## src/rtl/mem_arbiter.sv

```systemverilog
// Two-port request/ack arbiter in front of a single-port memory with combinational read.
// Define ARB_ROUND_ROBIN_EN for round-robin tie-breaking; the default build uses fixed priority (port 0 wins).
module mem_arbiter #(
    parameter int DW    = 32,
    parameter int AW    = 32,
    parameter int DEPTH = 256
) (
    input  logic          clk,
    input  logic          rst,
    input  logic          req0,
    input  logic          we0,
    input  logic [AW-1:0] addr0,
    input  logic [DW-1:0] wdata0,
    output logic          ack0,
    output logic [DW-1:0] rdata0,
    output logic          err0,
    input  logic          req1,
    input  logic          we1,
    input  logic [AW-1:0] addr1,
    input  logic [DW-1:0] wdata1,
    output logic          ack1,
    output logic [DW-1:0] rdata1,
    output logic          err1,
    output logic          mem_ewr,
    output logic [AW-1:0] mem_dir,
    output logic [DW-1:0] mem_din,
    input  logic [DW-1:0] mem_dout,
    output logic          busy
);

    typedef enum logic [1:0] {
        IDLE   = 2'd0,
        ACCESS = 2'd1,
        DONE   = 2'd2
    } state_t;

    localparam logic [AW-1:0] DEPTH_A = AW'(DEPTH);

    state_t        state_q, state_d;
    logic          we_q, we_d;
    logic [AW-1:0] addr_q, addr_d;
    logic [DW-1:0] wdata_q, wdata_d;
    logic          port_q, port_d;
    logic          oor_q, oor_d;
    logic [DW-1:0] rdata0_q, rdata0_d;
    logic [DW-1:0] rdata1_q, rdata1_d;
    logic          grant1;
    logic [AW-1:0] sel_addr;
    logic [DW-1:0] capture;

`ifdef ARB_ROUND_ROBIN_EN
    logic last_q, last_d;

    // On a tie, the port that was not granted last wins.
    always_comb begin
        grant1 = req1 & (~req0 | ~last_q);
        last_d = last_q;
        if (state_q == DONE) begin
            last_d = port_q;
        end
    end

    always_ff @(posedge clk or posedge rst) begin
        if (rst) begin
            last_q <= 1'b1;
        end else begin
            last_q <= last_d;
        end
    end
`else
    always_comb begin
        grant1 = req1 & ~req0;
    end
`endif

    assign sel_addr = grant1 ? addr1 : addr0;
    // Writes and out-of-range accesses return zero instead of whatever Mem drives.
    assign capture  = (we_q | oor_q) ? '0 : mem_dout;

    always_comb begin
        state_d  = state_q;
        we_d     = we_q;
        addr_d   = addr_q;
        wdata_d  = wdata_q;
        port_d   = port_q;
        oor_d    = oor_q;
        rdata0_d = rdata0_q;
        rdata1_d = rdata1_q;
        case (state_q)
            IDLE: begin
                if (req0 | req1) begin
                    port_d  = grant1;
                    we_d    = grant1 ? we1 : we0;
                    addr_d  = sel_addr;
                    wdata_d = grant1 ? wdata1 : wdata0;
                    oor_d   = (sel_addr >= DEPTH_A);
                    state_d = ACCESS;
                end
            end
            ACCESS: begin
                if (port_q) begin
                    rdata1_d = capture;
                end else begin
                    rdata0_d = capture;
                end
                state_d = DONE;
            end
            DONE: begin
                state_d = IDLE;
            end
            default: begin
                state_d = IDLE;
            end
        endcase
    end

    always_ff @(posedge clk or posedge rst) begin
        if (rst) begin
            state_q  <= IDLE;
            we_q     <= 1'b0;
            addr_q   <= '0;
            wdata_q  <= '0;
            port_q   <= 1'b0;
            oor_q    <= 1'b0;
            rdata0_q <= '0;
            rdata1_q <= '0;
        end else begin
            state_q  <= state_d;
            we_q     <= we_d;
            addr_q   <= addr_d;
            wdata_q  <= wdata_d;
            port_q   <= port_d;
            oor_q    <= oor_d;
            rdata0_q <= rdata0_d;
            rdata1_q <= rdata1_d;
        end
    end

    // Outputs decode straight from registered state so reset clears them immediately.
    assign mem_ewr = (state_q == ACCESS) & we_q & ~oor_q;
    assign mem_dir = addr_q;
    assign mem_din = wdata_q;
    assign busy    = (state_q != IDLE);
    assign ack0    = (state_q == DONE) & ~port_q;
    assign ack1    = (state_q == DONE) & port_q;
    assign err0    = ack0 & oor_q;
    assign err1    = ack1 & oor_q;
    assign rdata0  = rdata0_q;
    assign rdata1  = rdata1_q;

endmodule
```

## config.mk

```make
export PLATFORM = sky130hd
export DESIGN_NAME = mem_arbiter
export DESIGN_NICKNAME = d
export VERILOG_FILES = /design/src/rtl/mem_arbiter.sv
export SDC_FILE = /design/constraint.sdc
export NUM_CORES = 1
export LEC_CHECK = 0
export BUFFER_PORTS_ARGS = -buffer_cell sky130_fd_sc_hd__buf_4
export CAP_MARGIN = 40
export CORE_MARGIN = 3
export CORE_UTILIZATION = 41
export CTS_CLUSTER_DIAMETER = 100
export DETAILED_ROUTE_END_ITERATION = 10
export GPL_ROUTABILITY_DRIVEN = 0
export PLACE_DENSITY = 0.89
export SLEW_MARGIN = 20
export SYNTH_ARGS = -nofsm -noshare
export SYNTH_HDL_FRONTEND = slang
export SYNTH_SLANG_ARGS = --single-unit
```

## constraint.sdc

```tcl
create_clock -name clk -period 3.9 [get_ports clk]
set_input_delay 0.39 -clock clk [delete_from_list [all_inputs] [get_ports clk]]
set_output_delay 0.39 -clock clk [all_outputs]
set_load 0.03 [all_outputs]
```

==> results of run 1 <==
==> cell usage in the layout (no fill, tap or decap), types with 2 or more instances in the layout <==
master	n
buf_4	302
nand2_1	161
dfrtp_1	133
o21ai_0	129
mux2i_1	65
clkbuf_16	17
nor4_1	8
clkinvlp_4	5
bufinv_16	4
buf_12	4
nor2_1	3
nor3_1	3
clkbuf_8	3
inv_1	2
and3b_1	2
and2_1	2
nand4_1	2
or4_1	2
a21oi_1	2
buf_16	2
==> routing by layer <==
| layer | wire length [um] | global-route usage | vias to the layer above |
|---|---|---|---|
| met1 | 6380 | 0.258 | 2432 |
| li1 | - | - | 2503 |
| met3 | 1740 | 0.0865 | 41 |
| met2 | 8390 | 0.365 | 262 |
| met4 | 538 | 0.0934 | 0 |
| met5 | 0 | 0 | - |
==> worst max-delay path, cell delays in order (launching register included) <==
cell,delay [ns]
dfrtp_1,0.38
nor2b_1,0.31
and3b_1,0.21
buf_4,0.16
==> cells by family after synthesis <==
| kind of cell | count (synthesis) |
|---|---|
| AO/OA/AOI/OAI | 135 |
| buffers and inverters | 41 |
| multiplexers | 65 |
| flip-flops | 133 |
| AND/OR/NAND/NOR | 190 |
==> path summary, 6_finish.rpt <==
check	endpoint	start	slack (ns)	depth (start not counted)
setup reg to reg	mem_din[21]	state_q[0]	2.18	6
hold reg to reg	mem_din[7]	mem_din[7]	0.48	2
hold / removal	rdata1[2]	rst	0.19	3
setup / recovery	mem_ewr	state_q[0]	2.03	3
max in group asynchronous	mem_din[22]	rst	3.21	3
min in group clk	port_q	req0	0.20	2
==> sequential cells by signal (all words and copies together) (netlist names) <==
register / count
mem_din: 32
mem_dir: 32
oor_q: 1
port_q: 1
rdata0: 32
rdata1: 32
state_q: 2
we_q: 1
==> layout make-up <==
type | count | area, um^2
Clock inverter | 11 | 173
Inverter | 3 | 15.0
Tap cell | 176 | 220
Clock buffer | 21 | 470
Fill cell | 1032 | 4530
Multi-Input combinational cell | 390 | 2140
Timing Repair Buffer | 309 | 2410
Sequential cell | 133 | 3330
==> per-stage QoR <==
| stage | instances | util | area (um^2) |
|---|---|---|---|
| floorplan | 564 | - | 5620 |
| global placement | 1006 | 0.603 | 8010 |
| detailed placement | 1010 | 0.609 | 8090 |
| CTS | 1042 | 0.657 | 8730 |
| global route | 1043 | 0.659 | 8760 |
| finish | 1043 | 0.659 | 8760 |
==> power by group <==
group	switching, mW	internal (mW)	total [mW]
clock	0.596	1.12	1.72
sequential	0.214	1.75	1.97
combinational	1.55	0.859	2.41
total	2.36	3.73	6.09
==> metrics.cfg, run 1 <==
[yosys]
muxShareOfSynthArea = 0.116
synth_simple_gate_area_share = 0.138
postSynthCellCount = 564
netlist_top_cells_count = 162 x nand2_1, 133 x dfrtp_1, 130 x o21ai_0
synth_area_leaders = dfrtp_1 59%, mux2i_1 12%, o21ai_0 12%
async_reset_ff_frac = 1.00
synth_cell_type_count = 23
yosysTopAreaCell = dfrtp_1
ys_seq_area_frac = 0.593
synthesis.area_um2 = 5620
synth_most_common_cell = nand2_1
yosysTopAreaCellShare = 0.593
syn_nets = 730
synth_top_family_by_area = simple AND/OR/NAND/NOR gates
synth_warnings = 0
avgSynthCellArea_um2 = 9.96
synth_xor_area_frac = 0
synth_fa_ha_area_frac = 0
ys_ff_latch = 133
synth_compound_area_frac = 0.122
synth_edf_count = 0
synth_ff_type = dfrtp_1

[setup_path]
critPathMaxFanout = 4
critPathArrivalTime_ns = 1.48
startpoint_type = register
required_ns = 3.51
critPathKind = register to output pin
end_kind = output pin

[route]
drtIter0Drc = 367
drt_wl_total_um = 17000
routed-via-count = 5238
antenna_left = 0
drc = 0
viasPerCell = 5.02
wire_per_inst_um = 16.3
first_pass_iters = 6

[clocking]
path_clk_slew_ns = 0.06
cts_tree = yes
cts_buffer_depth = 2
cts_resized = 0
clk_latency_ns = 0.41
root_buffer = clkbuf_16
h-tree-depth = 4
cts_setup_buffers = 0
cts_buffers = 17
cts_hold_buf = 0
cts_sinks = 133

[timing]
tns_ns = 0
finalMaxSlewViolations = 0
rsz0062_at_grt = no
max_freq_ghz = 0.536
fin_ws_ns = 2.03
finalSetupViolCount = 0
hold_slack_ns = 0.187
fin_crit_ns = 1.87
hold_viol_final = 0
worst_slew_pin_slew_ns = 0.691
post-route-period-util = 0.479
fin_skew_ns = 0.00486
maxSlewHeadroom = 0.540

[grt]
grt_usage = 0.221
grt_overflow = 0
antenna_found_initial = 0
grt_max_degree = 134
grt_pass1_vias = 5283
grt_pass1_wl_um = 25900

[finish]
antenna_cells = 0
drive_above_1_share = 0.400
area_delta_synth_final_pct = 56.0
final_nets = 1020

[power_and_ir_drop]
finalPower_mw = 6.09
p_per_area_nw_per_um2 = 696
leakage_nw = 4.59
ir_drop_uv = 414

[floorplanning]
initial_core_util = 0.422
fp.coreArea_um2 = 13300
fp.dieW_um = 123
fp.dieArea_um2 = 15100
die_h_um = 123
rows = 42
io-pin-count = 300

[worst_hold_path]
hp-class = primary input to async pin

[placed_design]
dpl.hpwl_um = 12800
dp_slack_ns = 1.75
numPortBuffers = 299

[status]
status = finished, final reports clean

[job]
cap_viol_max_count = 0

No activity file was read; power rests on OpenSTA's default activity.
==> run 2, diff against run 1 <==
clock period = 1.6 ns   (was 3.9 ns; I/O delays follow)
==> metrics.cfg, run 2 (same netlist as run 1, synthesis figures left out) <==
[status]
status = finished, final reports clean

[timing]
fin_crit_ns = 1.56
hold_slack_ns = 0.0320  ; -0.155 ns
maxSlewHeadroom = 0.685  ; +0.145
fin_skew_ns = 0.00664  ; +0.00179 ns
finalSetupViolCount = 0  ; unchanged
worst_slew_pin_slew_ns = 0.472  ; -0.219 ns
post-route-period-util = 0.978
max_freq_ghz = 0.639
rsz0062_at_grt = yes
hold_viol_final = 0  ; unchanged
finalMaxSlewViolations = 0  ; unchanged

[setup_path]
crit_buf_inv = 1  ; unchanged
critPathSlowestCell = dfrtp_2
required_ns = 1.44  ; -2.07 ns
end_kind = output pin
critPathMaxFanout = 5  ; +1
startpoint_type = register
crit_family = flip-flops
slowest_delay_ns = 0.44  ; +0.06 ns
timing.rr.start = state_q[0]
rrSetupSlack_ns = 0.23  ; -1.95 ns
r2r-end = rdata1[27]
critPathKind = register to output pin
critPathArrivalTime_ns = 1.40  ; -0.08 ns
reg2reg_depth = 5  ; -1
path_cells = nor3b_4, and2_1, buf_6

[floorplanning]
fp.dieW_um = 123  ; unchanged
rows = 42  ; unchanged
fp.coreArea_um2 = 13300  ; unchanged
io-pin-count = 300  ; unchanged
initial_core_util = 0.422  ; unchanged
fp.dieArea_um2 = 15100  ; unchanged
die_h_um = 123  ; unchanged

[placed_design]
dpl.hpwl_um = 12700  ; -1.2%
dp.cells = 1015  ; +0.50%
numPortBuffers = 299  ; unchanged
placed_cell_area_um2 = 8150  ; +0.70%

[finish]
final_cells = 1052  ; +0.86%
layout_commonest_cell = buf_4
multi_input_area_um2 = 2170  ; +1.3%
final_util = 0.666  ; +0.00715
area_delta_synth_final_pct = 57.7
fin_area_um2 = 8860  ; +1.1%
nFillCells = 1013  ; -1.8%
drive_above_1_share = 0.412  ; +0.0119
antenna_cells = 0  ; unchanged
seqCellArea_um2 = 3330  ; +0.11%
final_nets = 1029  ; +0.88%
final_cell_mix = 307 x buf_4, 161 x nand2_1, 130 x dfrtp_1, 129 x o21ai_0, 65 x mux2i_1

[grt]
grt_max_degree = 88  ; -34%
grt_overflow = 0  ; unchanged
antenna_found_initial = 0  ; unchanged
grt_pass1_wl_um = 25300  ; -2.2%
grt_pass1_vias = 5183  ; -1.9%
grt_usage = 0.219  ; -0.00254

[route]
antenna_left = 0  ; unchanged
drt_wl_total_um = 16900  ; -0.58%
drc = 0  ; unchanged
drtIter0Drc = 279  ; -24%
first_pass_iters = 4  ; -2
wire_per_inst_um = 16.1  ; -1.4%
viasPerCell = 5.03  ; +0.19%
routed-via-count = 5293  ; +1.1%

[worst_hold_path]
hp-class = primary input to register
min-delay-start = mem_dout[22]
hold-path-cell-count = 3
min_delay_worst_endpoint = rdata1[22]

[power_and_ir_drop]
pwr-share-clk = 0.275  ; -0.007
p_sw_mw = 5.77  ; +140%
power_frac_comb = 0.400  ; +0.005
leakage_nw = 4.63  ; +1.0%
p_per_area_nw_per_um2 = 1690  ; +140%
power.internal_mw = 9.15  ; +150%
swShare = 0.387  ; about the same
seqPwrFrac = 0.325  ; +0.002
ir_drop_uv = 1060  ; +160%

[clocking]
cts_buffers = 17  ; unchanged
cts_buffer_depth = 2  ; unchanged
cts_tree = yes
cts_sinks = 133  ; unchanged
path_clk_slew_ns = 0.06  ; about the same
h-tree-depth = 4  ; unchanged
root_buffer = clkbuf_16
clk_latency_ns = 0.41  ; about the same

[job]
cap_viol_max_count = 0  ; unchanged

## run 2: cell count changes in the layout (fill, tap and decap cells not counted), sizes merged
cell and change:
clkinv +3, clkbuf -1, clkinvlp -2, dlygate4sd3 +2, buf +7
## run 2: worst min-delay path: cells and delay by family
kind,cells,cell delay [ns]
compound gates,1,0.07
simple gates,1,0.06
buf+inv,1,0.11
## run 2: final cells by class
type	count	share of cell area
sequential	133	0.376
clock inverter	12	0.0199
clock buffer	20	0.0516
timing repair buffer	318	0.281
multi-input combinational	390	0.245
tap	176	0.0249
inverter	3	0.00170
## run 2: how the worst max path moves through the flow
stage | startpoint | end | slack, ns | depth (start not counted)
CTS | state_q[1] | err0 | 0.002 | 3
global placement | addr1[11] | oor_q | 0.08 | 5
finish | port_q | err0 | 0.04 | 3
floorplan | rst | mem_din[0] | -0.21 | 1
global route | port_q | err0 | -0.03 | 3
detailed placement | addr1[11] | oor_q | 0.06 | 5
## run 2: stage by stage
step	worst slack (ns)	setup TNS [ns]	power (mW)
after detailed placement	0.0552	0	10.8
after floorplan	-0.211	-28.09	8.20
final	0.0351	0	14.9
after global routing	-0.0331	-0.0447	15.7
after global placement	0.0755	0	10.6
after CTS	0.00225	0	15.0
## run 2: what timing repair did
action | 4_1_cts | 5_1_grt
endpoints found under the setup margin | 2 | 4
resized for setup | 3 | 8
gates cloned | 0 | 0
hold buffers | 2 | 0
buffers inserted | 0 | 3
endpoints found under the hold margin | 17 | 0
pin swaps | 0 | 2
## run 2: power by group through the flow
stage               clock (mW)  combinational, mW  sequential (mW)
floorplan                    0               1.75             6.44
global placement             0               5.77             4.80
detailed placement           0               5.93             4.84
CTS                       4.19               5.95             4.82
global route              4.33               6.45             4.96
finish                    4.10               5.98             4.84
## run 2: routing by layer
metal,up-vias,GRT usage,wire length (um)
li1,2513,-,-
met1,2499,0.237,6170
met2,244,0.383,8720
met3,37,0.0782,1640
met4,0,0.100,412
met5,-,0,0
